File: src/rtl/carry_counter_pkg.sv
// Shared constants for the carry_counter slice: legal WIDTH range.
package carry_counter_pkg;
  localparam int WIDTH_MIN = 1;
  localparam int WIDTH_MAX = 64;
endpackage

File: src/rtl/carry_incrementer.sv
// Combinational WIDTH-bit incrementer built as a ripple carry chain; cin adds one.
// Zero latency, no flow control.
module carry_incrementer #(
  parameter int WIDTH = 8
) (
  input  logic [WIDTH-1:0] a,
  input  logic             cin,
  output logic [WIDTH-1:0] sum,
  output logic             cout
);

  logic [WIDTH:0] c;

  assign c[0] = cin;

  genvar i;
  for (i = 0; i < WIDTH; i++) begin : g_bit
    assign sum[i]   = a[i] ^ c[i];
    assign c[i+1]   = a[i] & c[i];
  end

  assign cout = c[WIDTH];

endmodule

File: src/rtl/carry_counter.sv
// Free-running up-counter with enable; count is registered (1 cycle after enb),
// carryout is combinational and only high when an enabled edge wraps all-ones to 0.
module carry_counter
  import carry_counter_pkg::*;
#(
  parameter int WIDTH = 8
) (
  input  logic             clk,
  input  logic             rst,
  input  logic             enb,
  output logic [WIDTH-1:0] count,
  output logic             carryout
);

  if (WIDTH < WIDTH_MIN || WIDTH > WIDTH_MAX) begin : g_bad_width
    $error("carry_counter: WIDTH must be in 1..64");
  end

  logic [WIDTH-1:0] count_nxt;

  // enb is the carry-in, so the chain's final carry is exactly enb & all-ones.
  carry_incrementer #(
    .WIDTH (WIDTH)
  ) u_inc (
    .a    (count),
    .cin  (enb),
    .sum  (count_nxt),
    .cout (carryout)
  );

  always_ff @(posedge clk) begin
    if (rst) begin
      count <= '0;
    end else if (enb) begin
      count <= count_nxt;
    end
  end

endmodule

File: config.mk
export PLATFORM = sky130hd
export DESIGN_NAME = carry_counter
export DESIGN_NICKNAME = d
export VERILOG_FILES = /design/src/rtl/carry_counter_pkg.sv /design/src/rtl/carry_incrementer.sv /design/src/rtl/carry_counter.sv
export SDC_FILE = /design/constraint.sdc
export NUM_CORES = 1
export LEC_CHECK = 0
export BUFFER_PORTS_ARGS = -buffer_cell sky130_fd_sc_hd__buf_2
export CAP_MARGIN = 20
export CELL_PAD_IN_SITES_DETAIL_PLACEMENT = 0
export CELL_PAD_IN_SITES_GLOBAL_PLACEMENT = 1
export CORE_AREA = 2 2 39 41
export DETAILED_ROUTE_END_ITERATION = 16
export DIE_AREA = 0 0 41 43
export PLACE_DENSITY = 0.67
export SYNTH_ARGS = -nofsm -noshare
export SYNTH_HDL_FRONTEND = slang
export SYNTH_HIERARCHICAL = 1
export SYNTH_SLANG_ARGS = --single-unit
export TNS_END_PERCENT = 30
File: constraint.sdc
create_clock -name clk -period 2.3 [get_ports clk]
set_clock_uncertainty 0.2 [all_clocks]
set_input_delay 0.23 -clock clk [delete_from_list [all_inputs] [get_ports clk]]
set_output_delay 0.23 -clock clk [all_outputs]
set_load 0.05 [all_outputs]
# == Yosys cells after proc, flatten, opt, wreduce, memory -nomap -nowiden ==
# Cells that the tools add are included.
# totals
register_bits,8
input_bits,3
output_inout_bits,9
word_cells,17
# classes
bitwise,16
# ops
cell,n
$and A1 B1 Y1,8
$xor A1 B1 Y1,8

# == Depth between registers and ports, before layout ==
# Gate-level depths: netlist (run 1).
# logic_depth
ltp_word,8
ltp_mapped,10
ltp_nobuf,10

# == Cells and area by module ==
# Netlist (run 1), hierarchy kept.
# modules_own_cells
module,n_inst,cells_each,area_per_inst_um2,seq_area_each_um2
carry_counter,1,26,285.3,160.2
carry_incrementer,1,8,100.1,0.0

# == Worst setup path before layout (run 1) ==
# Ideal clock, no wire load.
# synth_timing
path_kind,flip-flop to output port
from,reg count[0]
to,out carryout
arrival_ps,2130
required_ps,1870
path_slack_ps,-260
path_stages_with_launch,9
n_path_buf,0
cell_sequence,dfxtp_1 > ha_1 > ha_1 > ha_1 > ha_1 > ha_1 > ha_1 > ha_1 > ha_1
# synth_between
elab_chain_cells,8
# synth_lines
element,line,rtl
"start, declared",carry_counter.sv:11,"output logic [WIDTH-1:0] count,"
"start signal, assigned",carry_counter.sv:35,count <= count_nxt;
$and A1 B1 Y1 (8 in a row),carry_incrementer.sv:19,assign c[i+1] = a[i] & c[i];
"end, declared",carry_counter.sv:12,output logic carryout
# No other way between the ends.

# == Worst setup path in the final report (run 1) ==
# Same ends and word-level chain as after synthesis.

==> metrics.md, run 1 <==
| Metric | Value |
|---|---|
| Outcome | `finished with violations` |
| Failing checks | `setup timing` |
| Fraction of layout cells with a size suffix above 1 | `53.06%` |
| RSZ-0062 raised after global routing | `true` |
| Number of flip-flops in the largest register | `8` |
| Initial DRC count | `3` |
| Arr. time, crit path | `1.97 ns` |
| Slowest cell on the critical path | `dfxtp_4` |
| Number of instances in the placed design | `61` |
| Via/cell ratio | `4.308` |
| Power density normalized to cell area | `483.2 nW/um^2` |
| Total nets after synthesis | `45` |
| Path type of the worst min-delay path | `input port to flop` |
| Largest net degree at the start of global routing | `9` |
| Worst reg2reg path depth | `10` |
| Number of input and output port buffers inserted | `11` |
| Crit path required time | `1.87 ns` |
| Combined area of all synthesized cells | `385.4 sq um` |
| Hold-critical path endpoint | `count[0]` |
| Sinks on Clock Net | `8` |
| Number of optimization iterations in the first detailed-route pass | `2` |
| Sequential cell area fraction in the yosys report | `41.56%` |
| Switching power as a share of total power | `24.06%` |
| Maximum clock insertion buffer count | `2` |
| Drt wl/cell | `11.32 um` |
| Final min period | `2.403 ns` |
| Area share of the largest cell type after synthesis | `41.56%` |
| RD Place Congestion | `0.5688` |
| Highest net fanout along the worst path | `2` |
| Worst-margin pin slew | `0.2505 ns` |
| Cell internal power dissipation | `0.2208 mW` |
| Hold Violations, Final | `0` |
| Path length in cells of the critical path | `9` |
| H-tree lvl count | `1` |
| Post-layout worst setup margin | `-0.1031 ns` |
| Avg Synthesized Cell Area | `11.33 sq um` |
| Layout Cells excl Fill | `65` |
| ANT cells | `0` |
| Area contributors post-synth | `dfxtp_1 42%, ha_1 26%, mux2i_1 21%, nor2_1 7.8%, buf_6 2.9%` |
| Number of buffers created by CTS | `3` |
| Crit end category | `primary output` |
| Reg clk slew, reported paths | `0.06 ns` |
| Max-cap violations | `0` |
| Total routing usage reported by global routing | `10.79%` |
| Period utilisation layout | `104.5%` |
| Clock tree from TritonCTS | `built` |
| Worst Path Class, Setup | `flop to primary output` |
| Net load switching power | `0.06996 mW` |
| Reg2reg start | `count[0]` |
| Number of standard cells after synthesis | `34` |
| Ys async rst share | `0%` |
| Static power due to leakage | `0.2759 nW` |
| Initial antenna violation count | `0` |
| Achievable Freq | `416.1 MHz` |
| DRC violation count after routing | `0` |
| Largest stage delay on the critical path | `0.35 ns` |
| Min-delay src | `rst` |
| Total Negative Setup Slacks | `-0.1031 ns` |
| Cell repeated most along the worst path | `ha_4` |
| Endpoints failing setup | `1` |
| WL final | `736 um` |
| Final std cell area, no fill | `601.8 sq um` |
| Critical path's top delay family | `adder cells` |
| Biggest register | `count` |
| Number of enable-type register cells in the synthesized netlist | `0` |
| Area of the die | `1763 sq um` |
| First-pass GRT wire length | `1.138 mm` |
| Hold Slack | `0.04317 ns` |
| Grt total ovfl | `0` |
| Worst rel slew slack | `83.41%` |
| Die X-Extent | `41 um` |
| Number of slew-limit violations in the final report | `0` |
| CORE AREA | `1384 sq um` |
| Routed vias | `280` |
| Setup slack, reg-to-reg | `0.18 ns` |
| Number of placement rows | `14` |
| Count of hold buffers inserted by post-cts repair | `0` |
| Part of the total power dissipated in the clock network | `39.5%` |
| Flip-flop and latch count after synthesis | `8` |
| Yosys top cell by area | `dfxtp_1` |
| Worst-case vdd ir drop | `275.3 uV` |
| Predominant post-synthesis flop cell | `dfxtp_1` |
| Worst r2r dst | `count[7]` |
| Crit path buffers/inverters | `1` |
| Number of distinct library cells after synthesis | `6` |
| Area of placed instances | `483.0 sq um` |
| Setup crit start kind | `flop` |
| Top-level I/O count | `12` |
| Share of total power in combinational logic | `11.1%` |
| Util after Layout | `43.49%` |
| Vias in the first global route | `283` |
| Clock Latency Late Sink | `0.25 ns` |
| Synth cell count leaders | `8 x dfxtp_1, 8 x ha_1, 8 x mux2i_1, 8 x nor2_1` |
| Yosys synthesis warning count | `6` |
| Layout overhead on the synthesized area | `56.17%` |
| Fraction of power consumed by sequential logic | `49.3%` |
| Nets | `61` |
| Height of the die | `43 um` |
| Number of nets still failing antenna checks after routing | `0` |
| Crit-path cells | `ha_4, ha_4, ha_4, ha_4, ha_4, ha_4, ha_4, ha_4, buf_8` |
| Hold Path Stages | `2` |
| Starting utilization of the core area | `27.85%` |
| Root Buffer Master | `clkbuf_4` |
| Leading registers by flop count | `count: 8 flops` |
-- power by group through the flow --
| stage | Sequential [mW] | Combinational, mW | Clock, mW |
|---|---|---|---|
| finish | 0.143 | 0.0324 | 0.115 |
| global route | 0.144 | 0.0363 | 0.127 |
| CTS | 0.143 | 0.0322 | 0.124 |
| detailed placement | 0.146 | 0.0307 | 0 |
| global placement | 0.146 | 0.0307 | 0 |
| floorplan | 0.155 | 0.0142 | 0 |
-- layout make-up --
class	instances	area (sq um)
fill	136	782.0
multi-input combinational	24	310.3
sequential	8	165.2
timing repair buffer	13	80.08
clock buffer	4	26.28
tap	16	20.02
-- kinds of logic (layout without fill, tap and decap cells) --
logic type	Yosys count	after routing	synth area share (%)
and+or+nand+nor	8	8	7.793
muxes	8	8	20.78
DFF	8	8	41.56
buffers and inverters	2	17	3.895
adders and majority gates	8	8	25.98
-- metrics by stage --
stage	worst slack (ns)	power, mW
after floorplan	0.006077	0.1687
after global placement	-0.04892	0.1767
after detailed placement	-0.05216	0.1766
after CTS	-0.1089	0.2995
after global routing	-0.1601	0.3073
final	-0.1031	0.2908
-- timing repair --
| action | 4_1_cts | 5_1_grt |
|---|---|---|
| setup buffers | 0 | 0 |
| setup endpoints to repair | 2 | 1 |
| pin swaps | 0 | 0 |
| resized for setup | 15 | 0 |
-- layout by cell type (no fill, tap or decap), drive strengths merged --
cell type,count
ha,8
nor2,8
dfxtp,8
buf,13
mux2i,8
clkbuf,4
-- layer usage --
metal | vias to the layer above | GRT usage, % | routed length (um)
li1 | 148 | - | -
met1 | 120 | 11.73 | 304
met2 | 10 | 15.63 | 373
met3 | 2 | 3.141 | 49
met4 | 0 | 10.00 | 8
met5 | - | 0 | 0
-- worst max path at each step --
stage | from | slack [ns] | to
detailed placement | enb | -0.05 | carryout
global route | count[0] | -0.16 | carryout
finish | count[0] | -0.10 | carryout
floorplan | count[0] | 0.006 | count[7]
CTS | count[0] | -0.11 | carryout
global placement | enb | -0.05 | carryout
Note: power is estimated with default switching activity, not from simulation.
==> inputs of run 2 (changes only) <==
- SETUP_SLACK_MARGIN: unset -> 0.4
==> metrics.md, run 2 (synthesized netlist as in run 1, its figures left out) <==
| Metric | Value |
|---|---|
| Outcome | `finished with violations` |
| Failing checks | `setup timing` |
| Number of placement rows | `14` |
| Maximum clock insertion buffer count | `2` |
| Number of slew-limit violations in the final report | `0` |
| Achievable Freq | `415.3 MHz` |
| Clock tree from TritonCTS | `built` |
| Crit path required time | `1.87 ns` |
| Worst Path Class, Setup | `flop to primary output` |
| Reg clk slew, reported paths | `0.06 ns` |
| Highest net fanout along the worst path | `2` |
| Initial DRC count | `6` |
| Total routing usage reported by global routing | `10.19%` |
| Path type of the worst min-delay path | `input port to flop` |
| Timing startpoint of the critical path | `count[0]` |
| Number of input and output port buffers inserted | `11` |
| ANT cells | `0` |
| Number of optimization iterations in the first detailed-route pass | `4` |
| Nets | `61` |
| Post-layout worst setup margin | `-0.1079 ns` |
| Worst-case vdd ir drop | `231.4 uV` |
| Number of buffers created by CTS | `3` |
| Die X-Extent | `41 um` |
| Starting utilization of the core area | `27.85%` |
| Layout overhead on the synthesized area | `56.49%` |
| Period utilisation layout | `104.7%` |
| Crit end category | `primary output` |
| Min-delay src | `rst` |
| Count of hold buffers inserted by post-cts repair | `0` |
| Hpwl dp | `563.9 um` |
| Number of nets still failing antenna checks after routing | `0` |
| Clock Latency Late Sink | `0.26 ns` |
| RD Place Congestion | `0.6161` |
| Power density normalized to cell area | `487.7 nW/um^2` |
| Via/cell ratio | `4.354` |
| Vias in the first global route | `269` |
| Area of the die | `1763 sq um` |
| Fraction of layout cells with a size suffix above 1 | `55.10%` |
| Root Buffer Master | `clkbuf_4` |
| DP Worst Slack | `0.08130 ns` |
| Total power of the final layout | `0.2941 mW` |
| Endpoints failing setup | `1` |
| Final min period | `2.408 ns` |
| Hold Slack | `0.02978 ns` |
| H-tree lvl count | `1` |
| Hold Violations, Final | `0` |
| Largest net degree at the start of global routing | `9` |
| Grt total ovfl | `0` |
| Biggest register | `count` |
| Worst rel slew slack | `83.52%` |
| Leading registers by flop count | `count: 8 flops` |
| Number of flip-flops in the largest register | `8` |
| Most common cell after layout, fill and taps aside | `buf_2` |
| Initial antenna violation count | `0` |
| CORE AREA | `1384 sq um` |
| Top-level I/O count | `12` |
| Reg2reg start | `count[0]` |
| Drt wl/cell | `10.71 um` |
| DRC violation count after routing | `0` |
| Routed vias | `283` |
| WL final | `696 um` |
| Height of the die | `43 um` |
| Static power due to leakage | `0.2764 nW` |
| First-pass GRT wire length | `1.104 mm` |
| Setup crit start kind | `flop` |
| Commonest non-fill, non-tap cells in the layout | `10 x buf_2, 8 x mux2i_1, 8 x nor2_1, 8 x ha_4, 5 x dfxtp_1` |
| RSZ-0062 raised after global routing | `true` |
| Max-cap violations | `0` |
| Arr. time, crit path | `1.98 ns` |
| Worst-margin pin slew | `0.2490 ns` |
| Sinks on Clock Net | `8` |
run 2: changes by cell type in the layout (fill, tap and decap cells not counted):
cell,delta
dfxtp_1,-1
dfxtp_2,+1
run 2: power by group:
part / internal (mW) / switching [mW]
clock: 0.0666 / 0.0512
sequential: 0.141 / 0.00232
combinational: 0.0137 / 0.0193
run 2: cell type report:
cell class,count,area [sq um]
Fill cell,127,780.7
Multi-Input combinational cell,24,310.3
Sequential cell,8,166.4
Timing Repair Buffer,13,80.08
Clock buffer,4,26.28
Tap cell,16,20.02
run 2: through the flow:
step	instance area [sq um]	utilization, %	instances	setup TNS [ns]
after floorplan	491.7	-	34	0
after global placement	559.3	40.42	60	0
after detailed placement	559.3	40.42	60	0
after CTS	603.1	43.58	65	-0.1351
after global routing	603.1	43.58	65	-0.1624
final	603.1	43.58	65	-0.1079
run 2: critical path, stage by stage (launching register included):
cell,delay (ns)
dfxtp_4,0.35
ha_4,0.16
ha_4,0.16
ha_4,0.16
ha_4,0.15
ha_4,0.15
ha_4,0.15
ha_4,0.15
ha_4,0.15
buf_8,0.14
run 2: path summary, 6_finish.rpt:
check / endpoint / depth (start not counted) / slack, ns
worst max-delay path: carryout / 9 / -0.11
worst min-delay path: count[1] / 2 / 0.03
worst max register to register: count[7] / 10 / 0.20
worst min register to register: count[2] / 2 / 0.34
run 2: per-layer routing:
layer,share of wire [%],GRT usage [%],vias to the layer above
met4,0,10.00,0
li1,-,-,148
met2,52,14.37,8
met3,6.6,3.141,0
met5,0,0,-
met1,41,11.11,127
run 2: repair_timing:
action,in CTS,in global routing
pin swaps,2,2
buffers inserted,1,0
setup endpoints to repair,3,3
gates resized for setup,3,0
==> inputs of run 3 (changes only) <==
- ABC_AREA: unset -> 1
- CORE_AREA: 2 2 39 41 -> unset
- CORE_UTILIZATION: unset -> 30
- DIE_AREA: 0 0 41 43 -> unset
- PLACE_DENSITY: 0.67 -> 0.72
==> metrics.md, run 3 <==
| Metric | Value |
|---|---|
| Power density normalized to cell area | `557.1 nW/um^2` |
| Area of the die | `1630 sq um` |
| Util after Layout | `48.78%` |
| Clock Latency Late Sink | `0.25 ns` |
| Number of slew-limit violations in the final report | `0` |
| Maximum clock insertion buffer count | `2` |
| Area share of the largest cell type after synthesis | `36.26%` |
| Period utilisation layout | `104.8%` |
| Count of hold buffers inserted by post-cts repair | `0` |
| Fraction of layout cells with a size suffix above 1 | `39.19%` |
| Failing checks | `setup timing` |
| Synth cell count leaders | `15 x nand2_1, 15 x nor2_1, 9 x inv_1, 8 x dfxtp_1, 8 x ha_1` |
| Number of placement rows | `13` |
| Sequential cell area fraction in the yosys report | `36.26%` |
| Area contributors post-synth | `dfxtp_1 36%, ha_1 23%, nand2_1 13%, nor2_1 13%, inv_1 7.6%` |
| Vias in the first global route | `332` |
| Predominant post-synthesis flop cell | `dfxtp_1` |
| H-tree lvl count | `1` |
| RSZ-0062 raised after global routing | `true` |
| RD Place Congestion | `0.6209` |
| Biggest register | `count` |
| Final min period | `2.410 ns` |
| Cell repeated most along the worst path | `ha_4` |
| Total routing usage reported by global routing | `13.08%` |
| Number of optimization iterations in the first detailed-route pass | `3` |
| ANT cells | `0` |
| Crit path buffers/inverters | `1` |
| Crit path required time | `1.87 ns` |
| Endpoints failing setup | `1` |
| Setup crit start kind | `flop` |
| Arr. time, crit path | `1.98 ns` |
| Layout overhead on the synthesized area | `47.31%` |
| Number of flip-flops in the largest register | `8` |
| Commonest non-fill, non-tap cells in the layout | `15 x nor2_1, 15 x nand2_1, 10 x buf_2` |
| Crit-path cells | `ha_4, ha_4, ha_4, ha_4, ha_4, ha_4, ha_4, ha_4, buf_8` |
| Worst-case vdd ir drop | `333.6 uV` |
| Post-layout worst setup margin | `-0.1104 ns` |
| Grt total ovfl | `0` |
| Flip-flop and latch count after synthesis | `8` |
| Critical path's top delay family | `adder cells` |
| Number of distinct library cells after synthesis | `8` |
| Final-layout fill cell count | `154` |
| Sinks on Clock Net | `8` |
| Root Buffer Master | `clkbuf_4` |
| Initial antenna violation count | `0` |
| WL final | `794 um` |
| Nets | `86` |
| Leading registers by flop count | `count: 8 flops` |
| Number of nets still failing antenna checks after routing | `0` |
| Static power due to leakage | `0.3178 nW` |
| Top-level I/O count | `12` |
| Hold Violations, Final | `0` |
| First-pass GRT wire length | `1.324 mm` |
| Yosys synthesis warning count | `6` |
| Highest net fanout along the worst path | `2` |
| Slowest cell on the critical path | `dfxtp_4` |
| CORE AREA | `1334 sq um` |
| Initial DRC count | `5` |
| Number of enable-type register cells in the synthesized netlist | `0` |
| Worst Path Class, Setup | `flop to primary output` |
| Height of the die | `40.37 um` |
| DRC violation count after routing | `0` |
| Combined area of all synthesized cells | `441.7 sq um` |
| Yosys top cell by area | `dfxtp_1` |
| Largest stage delay on the critical path | `0.35 ns` |
| Die X-Extent | `40.37 um` |
| Clock tree from TritonCTS | `built` |
| Total nets after synthesis | `70` |
| Reg clk slew, reported paths | `0.06 ns` |
| Routed vias | `365` |
| Ys async rst share | `0%` |
| Number of input and output port buffers inserted | `11` |
| Avg Synthesized Cell Area | `7.486 sq um` |
| Worst rel slew slack | `83.20%` |
| Starting utilization of the core area | `33.11%` |
| Path type of the worst min-delay path | `input port to flop` |
| Achievable Freq | `414.9 MHz` |
| Total power of the final layout | `0.3625 mW` |
| Outcome | `finished with violations` |
| Drt wl/cell | `8.921 um` |
| Via/cell ratio | `4.101` |
| Largest net degree at the start of global routing | `17` |
| Crit end category | `primary output` |
| Hpwl dp | `572.1 um` |
| Max-cap violations | `0` |
| Worst-margin pin slew | `0.2537 ns` |
| Number of standard cells after synthesis | `59` |
| Number of buffers created by CTS | `3` |
[run 3: cell types whose count changed after synthesis]
cell	previous run	this run
buf_6	1	2
nor2_2	0	1
buf_1	1	0
nor2_1	8	15
mux2i_1	8	0
inv_1	0	9
nand2_2	0	1
nand2_1	0	15
[run 3: worst min-delay path: stages]
cell	delay, ns
buf_2	0.07
inv_1	0.11
nand2_1	0.10
nor2_1	0.03
[run 3: cells by family (layout without fill, tap and decap cells)]
kind of cell / Yosys count / in the layout / share of synthesized area, %
adder cells (fa/ha/maj): 8 / 8 / 22.66
flip-flops: 8 / 8 / 36.26
AND/OR/NAND/NOR: 32 / 32 / 28.33
buffers and inverters: 11 / 26 / 12.75
[run 3: metrics by stage]
step,setup slack (ns),hold WS [ns],instance area [sq um],TNS (ns),cells
floorplan,0.1494,0.2460,548.0,0,59
global placement,0.09924,0.2888,606.8,0,84
detailed placement,0.08358,0.2967,606.8,0,84
CTS,-0.1335,0.1257,650.6,-0.1335,89
global route,-0.1793,0.1350,650.6,-0.1793,89
finish,-0.1104,0.1173,650.6,-0.1104,89
[run 3: path summary, 6_finish.rpt]
check | startpoint | endpoint | slack (ns) | depth (start not counted)
worst max-delay path | count[0] | carryout | -0.11 | 9
worst min-delay path | rst | count[0] | 0.12 | 4
worst max register to register | count[0] | count[7] | 0.18 | 12
worst min register to register | count[1] | count[1] | 0.30 | 2
[run 3: cell type report]
type | count | area [sq um] | share of cell area (%)
inverter | 9 | 33.78 | 5.192
timing repair buffer | 13 | 80.08 | 12.31
multi-input combinational | 40 | 325.3 | 50.00
clock buffer | 4 | 26.28 | 4.038
tap | 15 | 18.77 | 2.885
sequential | 8 | 166.4 | 25.58
[run 3: metal layers]
metal  wire length, um  up-vias  GRT usage [%]
met4                 0        0          5.000
li1                  -      203              -
met5                 0        -              0
met2               407        8          22.22
met3                41        0          8.333
met1               346      154          12.54
[run 3: power by group]
group / switching, mW / total [mW] / internal, mW
Sequential: 0.0112 / 0.160 / 0.149
Clock: 0.0496 / 0.116 / 0.0665
Combinational: 0.0591 / 0.0865 / 0.0274
[run 3: repair_timing]
action | in CTS | in global routing
resized for setup | 3 | 0
pin swaps | 2 | 2
buffers inserted | 1 | 0
endpoints found under the setup margin | 3 | 3
